===== src/rtl/stream_checker_64.sv =====
// stream_checker_64: AXI4-Stream sink that checks a 64-bit counter pattern, tlast framing and tkeep
module stream_checker_64 #(
    parameter int          DATA_WIDTH = 64,
    parameter int          KEEP_WIDTH = 8,
    parameter int          PKT_WIDTH  = 11,
    parameter logic [15:0] LFSR_SEED  = 16'hACE1
) (
    input  logic                  user_clk,
    input  logic                  dma_rstn,
    input  logic                  chk_ena,
    input  logic                  throttle_ena,
    input  logic [DATA_WIDTH-1:0] s_axis_tdata,
    input  logic [KEEP_WIDTH-1:0] s_axis_tkeep,
    input  logic                  s_axis_tvalid,
    output logic                  s_axis_tready,
    input  logic                  s_axis_tlast,
    output logic [31:0]           word_cnt,
    output logic [31:0]           pkt_cnt,
    output logic [15:0]           err_cnt,
    output logic [31:0]           first_err_word,
    output logic [3:0]            err_flags,
    output logic                  synced
);
    typedef enum logic [1:0] {IDLE, SYNC, RUN} state_t;

    state_t      state_q, state_d;
    logic [15:0] lfsr_q, lfsr_d;
    logic        tready_q, tready_d;
    logic [31:0] exp_q, exp_d;
    logic [31:0] word_q, word_d;
    logic [31:0] pkt_q, pkt_d;
    logic [31:0] first_q, first_d;
    logic [15:0] err_q, err_d;
    logic [3:0]  flags_q, flags_d;
    logic        acc, pat_ok, data_err, tlast_exp;
    logic [31:0] cnt;
    logic [3:0]  beat_err;

    // Decode the beat and classify its errors; framing uses the beat's own count until synced
    always_comb begin
        cnt       = s_axis_tdata[32:1];
        acc       = s_axis_tvalid && tready_q;
        pat_ok    = !s_axis_tdata[0] && s_axis_tdata[33] && (s_axis_tdata[63:34] == cnt[29:0]);
        data_err  = !pat_ok || (state_q == RUN && cnt != exp_q);
        tlast_exp = (state_q == RUN) ? &exp_q[PKT_WIDTH-1:0] : &cnt[PKT_WIDTH-1:0];
        beat_err  = {s_axis_tkeep != {KEEP_WIDTH{1'b1}}, s_axis_tlast && !tlast_exp,
                     tlast_exp && !s_axis_tlast, data_err};
    end

    // Next-state, statistics update and registered tready (never a function of tvalid)
    always_comb begin
        state_d = state_q;
        exp_d   = exp_q;
        word_d  = word_q;
        pkt_d   = pkt_q;
        first_d = first_q;
        err_d   = err_q;
        flags_d = flags_q;
        lfsr_d  = (state_q == IDLE) ? lfsr_q
                : {lfsr_q[14:0], lfsr_q[15] ^ lfsr_q[13] ^ lfsr_q[12] ^ lfsr_q[10]};
        case (state_q)
            IDLE: begin
                if (chk_ena) begin
                    state_d = SYNC;
                    word_d  = '0;
                    pkt_d   = '0;
                    first_d = '0;
                    err_d   = '0;
                    flags_d = '0;
                end
            end
            default: begin
                if (acc) begin
                    state_d = RUN;
                    exp_d   = (state_q != RUN || data_err) ? cnt + 32'd1 : exp_q + 32'd1;
                    word_d  = word_q + 32'd1;
                    pkt_d   = pkt_q + {31'd0, s_axis_tlast};
                    if (|beat_err) begin
                        flags_d = flags_q | beat_err;
                        err_d   = (&err_q) ? err_q : err_q + 16'd1;
                        if (err_q == 16'd0) first_d = word_q;
                    end
                end
                if (!chk_ena) state_d = IDLE;
            end
        endcase
        tready_d = (state_d != IDLE) && (!throttle_ena || lfsr_d[1:0] != 2'b00);
    end

    // State and statistics registers
    always_ff @(posedge user_clk or negedge dma_rstn) begin
        if (!dma_rstn) begin
            state_q  <= IDLE;
            lfsr_q   <= LFSR_SEED;
            tready_q <= 1'b0;
            exp_q    <= '0;
            word_q   <= '0;
            pkt_q    <= '0;
            first_q  <= '0;
            err_q    <= '0;
            flags_q  <= '0;
        end else begin
            state_q  <= state_d;
            lfsr_q   <= lfsr_d;
            tready_q <= tready_d;
            exp_q    <= exp_d;
            word_q   <= word_d;
            pkt_q    <= pkt_d;
            first_q  <= first_d;
            err_q    <= err_d;
            flags_q  <= flags_d;
        end
    end

    assign s_axis_tready  = tready_q;
    assign word_cnt       = word_q;
    assign pkt_cnt        = pkt_q;
    assign err_cnt        = err_q;
    assign first_err_word = first_q;
    assign err_flags      = flags_q;
    assign synced         = (state_q == RUN);
endmodule


===== config.mk =====
export PLATFORM = sky130hd
export DESIGN_NAME = stream_checker_64
export DESIGN_NICKNAME = d
export VERILOG_FILES = /design/src/rtl/stream_checker_64.sv
export SDC_FILE = /design/constraint.sdc
export NUM_CORES = 1
export LEC_CHECK = 0
export BUFFER_PORTS_ARGS = -buffer_cell sky130_fd_sc_hd__buf_2
export CORE_AREA = 2 2 152 154
export CTS_BUF_LIST = sky130_fd_sc_hd__clkbuf_16
export DETAILED_ROUTE_END_ITERATION = 7
export DIE_AREA = 0 0 154 156
export GPL_TIMING_DRIVEN = 0
export PLACE_DENSITY = 0.63
export SYNTH_ARGS = -nofsm -noshare
export SYNTH_HDL_FRONTEND = slang
export SYNTH_SLANG_ARGS = --single-unit

===== constraint.sdc =====
create_clock -name user_clk -period 2.3 [get_ports user_clk]
set_input_delay 0.46 -clock user_clk [delete_from_list [all_inputs] [get_ports user_clk]]
set_output_delay 0.46 -clock user_clk [all_outputs]
set_load 0.01 [all_outputs]

## Word-level counts from Yosys, hierarchy flattened

Cells that the tools add are included.

| word-level totals | value |
|---|---|
| bits in registers | 167 |
| bits in latches | 0 |
| RAM bits | 0 |
| ROM bits | 0 |
| input port bits | 78 |
| output and inout port bits | 118 |
| word-level logic and storage cells | 83 |
| memories kept | 0 |

| cells by class | value |
|---|---|
| $add $sub $neg | 5 |
| multiply operators | 0 |
| div/mod/pow operators | 0 |
| magnitude comparators | 0 |
| eq/ne operators | 7 |
| shifts and indexed selects | 0 |
| multiplexer cells | 25 |
| bitwise operators | 5 |
| reductions and logical operators | 31 |

Operators with widths:

| kind | number |
|---|---|
| 2-to-1 mux 32 bit | 10 |
| adder 32 x 1 -> 32 bit (second input constant) | 3 |
| 2-to-1 mux 16 bit | 5 |
| adder 32 x 1 -> 32 bit | 1 |
| != test 32 bit | 1 |
| equality test 30 bit | 1 |
| AND reduction 11 bit | 2 |
| adder 16 x 1 -> 16 bit (second input constant) | 1 |
| zero test 16 bit | 1 |
| 2-to-1 mux 4 bit | 4 |
| AND reduction 16 bit | 1 |
| 2-to-1 mux 2 bit | 5 |
| nonzero test 2 bit | 5 |
| != test 8 bit (second input constant) | 1 |
| AND reduction 4 bit | 2 |
| logical AND 1 bit | 7 |
| != test 2 bit (second input constant) | 3 |
| zero test 1 bit | 5 |
| OR 4 bit | 1 |
| AND reduction 2 bit | 2 |
| OR reduction 4 bit | 1 |
| logical OR 1 bit | 3 |
| AND reduction 3 bit | 1 |
| bitwise XOR 1 bit | 3 |
| other kinds (4) | 4 |

## Depth between registers and ports, before layout

| depth | value |
|---|---|
| depth in word-level cells | 9 |
| mapped depth | 10 |
| mapped depth without buffers | 8 |

## Least setup slack after synthesis

Ideal clock, no wire load.

| timing | value |
|---|---|
| path type | input to register |
| start | input s_axis_tdata[9] |
| end | register first_q[0], in the netlist first_err_word[0] |
| library setup time | 0.132 ns |
| data arrival time | 2.258 ns |
| data required time | 2.168 ns |
| setup slack | -0.090 ns |
| cell stages on the path | 8 |
| path buffers | 2 |
| cells stage by stage | clkbuf_1 nand4_1 nor3_2 a21oi_2 xnor2_2 o41ai_4 clkbuf_1 o21ai_1 |

| between the ends | value |
|---|---|
| word-level cells in the longest chain between the ends | 7 |
| elaborated cells between the ends (all ways) | 14 |
| those cells by class | eq/ne: 2; mux: 1; reduce/logical: 11 |

Ends and longest elaborated chain:

| element | line | text |
|---|---|---|
| start, declared | 12 | `input logic [DATA_WIDTH-1:0] s_axis_tdata,` |
| equality test 30 bit / AND reduction 11 bit (equally long branches) | 43, 45 |  |
| logical AND 1 bit / 2-to-1 mux 1 bit (equally long branches) | 43, 45 |  |
| zero test 1 bit, on equally long branches | 44, 46 |  |
| logical OR 1 bit / logical AND 1 bit (equally long branches) | 44, 46 |  |
| OR reduction 4 bit * | 78 | `if (\|beat_err) begin` |
| nonzero test 2 bit (no line) * | - |  |
| AND reduction 4 bit (no line) * | - |  |
| end signal, assigned | 109 | `first_q <= first_d;` |
| end, declared | 32 | `logic [31:0] first_q, first_d;` |

Mark *: on every way between the ends. The rest lies on a longest branch, timed or not.
A chain may end at the register's enable or synchronous reset.

## Final worst setup path

| timing | value |
|---|---|
| start | register state_q[1] |
| end | register first_q[14], in the netlist first_err_word[14] |

| between the ends | value |
|---|---|
| word-level cells in the longest chain between the ends | 7 |
| elaborated cells between the ends (all ways) | 15 |
| those cells by class | eq/ne: 2; mux: 2; reduce/logical: 11 |

Ends and longest elaborated chain:

| element | line | text |
|---|---|---|
| start, declared | 26 | `state_t state_q, state_d;` |
| start signal, assigned | 103 | `state_q <= state_d;` |
| equality test 2 bit | 44, 45 |  |
| 2-to-1 mux 1 bit | 45 | `tlast_exp = (state_q == RUN) ? &exp_q[PKT_WIDTH-1:0] : &cnt[PKT_WIDTH-1:0];` |
| zero test 1 bit | 46 | `beat_err = {s_axis_tkeep != {KEEP_WIDTH{1'b1}}, s_axis_tlast && !tlast_exp,` |
| logical AND 1 bit | 46 |  |
| OR reduction 4 bit | 78 |  |
| nonzero test 2 bit (no line) | - |  |
| AND reduction 4 bit (no line) | - |  |

Several ways; a longest one is shown, not always the timed one.

==> results.toml <==
[critical_path]
arrival_ps = 2630
timing.rr.end = "first_err_word[14]"
startpoint_type = "flop"
cp_data_required_time_ps = 2620
timing.rr.start = "state_q[1]"
cp_cell_sequence = "buf_4 -> nand2b_4 -> buf_6 -> a21oi_4 -> xnor2_4 -> o41ai_4 -> buf_4 -> buf_12 -> buf_8 -> buf_12 -> o21ai_1"
rrSetupSlack_ps = -10
worstSetupEndpointType = "flop"
crit_path_top_delay_cell = "dfrtp_2"
cpPeakStageDelay_ps = 460
crit_type = "reg -> reg"
reg2regPathDepth = 11
critPathMaxFanout = 8

[clocking]
cts-root-buf = "clkbuf_16"
clk_path_buf_depth = 2
cts_sinks = 167
cts_tree = "done"
clk_pin_slew_ps = 70
clkLatencyLatePin_ps = 430
cts_made_buffers = 17
htreeDepth = 4

[detailed_routing]
ant_nets = 0
wl_met1_mm = 11.85
dr_wl_met3_mm = 1.507
topRoutingLayerUsed = "met4"
num_vias = 7949
wire_per_inst_microns = 17.62
dr.first_iter.drc_count = 538
drtPass1Iterations = 5
wl_met2_mm = 12.64
drc = 0
avgViaCountPerCell = 5.292
routed_wirelength_mm = 26.46

[synthesis]
yosysSeqAreaShare = 0.4754
ys_ff_latch = 167
syn_nets = 1054
synthTopCellsByArea = "dfrtp_1 (45%), xnor2_1 (8.5%), nand2_1 (6.4%)"
synth_warnings = 0
avgSynthCellArea_sq_um = 9.083
synth_top_flop_cell = "dfrtp_1"
synth_top_area_frac = 0.4516
netlist_area_sq_um = 8811
synth_edf_count = 0
yosysTopAreaCell = "dfrtp_1"
async_flop_share = 1.000
synthCells = 970
ys_types = 53

[pwr]
p_seq_frac = 0.442
pwr-share-comb = 0.169
powerDensity_nw_per_um2 = 634.7
p_sw_frac = 0.2847
p_clk_frac = 0.389
intPower_mw = 5.247
ir_worst_vdd_v = 0.0004805
switchingPower_mw = 2.089
leakage_nw = 5.319

[sta]
maxSlewViolCount = 0
setup_violations = 4
fin_skew_ps = 15.29
tightest_slew_ps = 794.5
layout_setup_ws_ps = -11.95
hold_violations = 0
period_share = 1.005
rsz0062_at_grt = "true"
fin_crit_ps = 2312
max_freq_ghz = 0.4325
slew-limit-headroom = 0.4703

[placement]
place_hpwl_mm = 18.51
gp_congestion = 0.8445
port_buffers = 178
pre_cts_ws_ps = -860.9
place_inst = 1434

[layout]
n_fill_cell = 2090
fin_util = 0.5168
nets = 1287
drive_above_1_share = 0.3010
area_growth_pct = 31.17
final_cells = 1502

[worst_hold_path]
hold_path_class = "in -> async"

[global_route]
grt_pass1_vias = 7692
grt_overflow = 0
grt_use_total = 0.2207
grt_max_degree = 101
grt_pass1_wl_mm = 41.77
antenna_found_initial = 1

[die]
core_area_sq_um = 22370
ios = 196
die_w_microns = 154
die_area_sq_um = 24020
initial_core_util = 0.3940
rows = 55
die_h_microns = 156

[flow_run]
drv_cap = 0

[outcome]
status = "complete, but fails checks"
failed_checks = "negative setup slack"
-- worst max-delay path: cells and delay by family (launching register included) --
family                 cells  cell delay, ps
AND/OR/NAND/NOR            1              90
XOR/XNOR                   1             130
flip-flops                 1             460
AO/OA/AOI/OAI              3             640
buffers and inverters      6             860
-- metrics by stage --
stage               instance area, sq um  setup TNS (ps)  total power [mW]  hold slack [ps]
finish                             11560          -27.61             7.335            94.71
global route                       11550           -2513             7.670            142.9
CTS                                11040               0             7.206            117.2
detailed placement                 10140          -47510             4.275            443.7
global placement                   10110         -374220             4.249            442.2
floorplan                           8860          -117.1             3.846            164.4
-- synthesized netlist by cell type (23+ instances only) --
master,n
a21oi_1,26
clkbuf_1,38
dfrtp_1,159
nand2_1,150
nand3_1,70
nand4_1,42
nor2_1,87
o21ai_0,52
o21ai_1,32
or3_1,23
xnor2_1,86
xor2_1,55
-- area by class of cell --
class	count	area (sq um)	share of cell area
Antenna cell	1	2.502	0.0002165
Sequential cell	167	4193	0.3628
Tap cell	285	356.6	0.03085
Clock buffer	17	425.4	0.03681
Clock inverter	15	151.4	0.01310
Buffer	55	357.8	0.03096
Multi-Input combinational cell	726	4664	0.4036
Inverter	17	63.81	0.005521
Timing Repair Buffer	219	1343	0.1162
-- layer usage --
metal / vias up / global-route usage
met1: 3880 / 0.3021
li1: 3790 / -
met3: 38 / 0.05083
met2: 241 / 0.3489
met5: - / 0
met4: 0 / 0.06898
-- registers in the layout, indices dropped and copies added (netlist names) --
register,flops
exp_q,32
first_err_word,32
pkt_cnt,32
word_cnt,32
err_cnt,16
lfsr_q,16
err_flags,4
state_q,2
s_axis_tready,1
-- power groups by stage --
stage          combinational [mW]  sequential, mW  clock [mW]
3_3_place_gp                0.974            3.28           0
2_1_floorplan               0.585            3.26           0
6_report                     1.24            3.24        2.85
5_1_grt                      1.35            3.26        3.06
4_1_cts                      1.05            3.24        2.92
3_5_place_dp                0.991            3.28           0
-- placed cells by master (no fill, tap or decap), types with 18 or more instances in the layout --
| cell | n |
|---|---|
| o21ai_1 | 24 |
| a21oi_1 | 22 |
| clkbuf_1 | 20 |
| xor2_1 | 55 |
| buf_2 | 182 |
| dfrtp_1 | 156 |
| xnor2_1 | 78 |
| nand3_1 | 56 |
| nor2_1 | 85 |
| buf_4 | 30 |
| clkbuf_16 | 21 |
| or3_1 | 22 |
| nand2_1 | 148 |
| nand4_1 | 42 |
| inv_1 | 18 |
| o21ai_0 | 47 |
-- cell families (layout without fill, tap and decap cells) --
kind of cell / after synthesis / in the layout / synth area share
AOI/OAI and AO/OA: 138 / 138 / 0.09387
xor gates and xnor gates: 142 / 142 / 0.1420
adders and majority gates: 6 / 6 / 0.008520
buffers and inverters: 77 / 323 / 0.03607
DFF: 167 / 167 / 0.4754
muxes: 3 / 3 / 0.003692
other: 0 / 1 / 0
and+or+nand+nor: 437 / 437 / 0.2404
-- repair_timing --
item,CTS,global route
setup endpoints to repair,111,91
gates cloned,0,4
pin swaps,19,44
resized for setup,35,76
hold buffers,0,0
buffers inserted,20,16
-- how the worst max path moves through the flow --
stage	startpoint	to	slack [ps]	depth (start not counted)
floorplan	s_axis_tdata[23]	first_err_word[18]	-9	8
finish	state_q[1]	first_err_word[14]	-10	11
global placement	dma_rstn	first_err_word[15]	-2020	1
global route	state_q[1]	first_err_word[14]	-100	11
detailed placement	s_axis_tdata[10]	first_err_word[2]	-860	9
CTS	state_q[0]	word_cnt[26]	0.6	7
No activity file was read; power rests on OpenSTA's default activity.
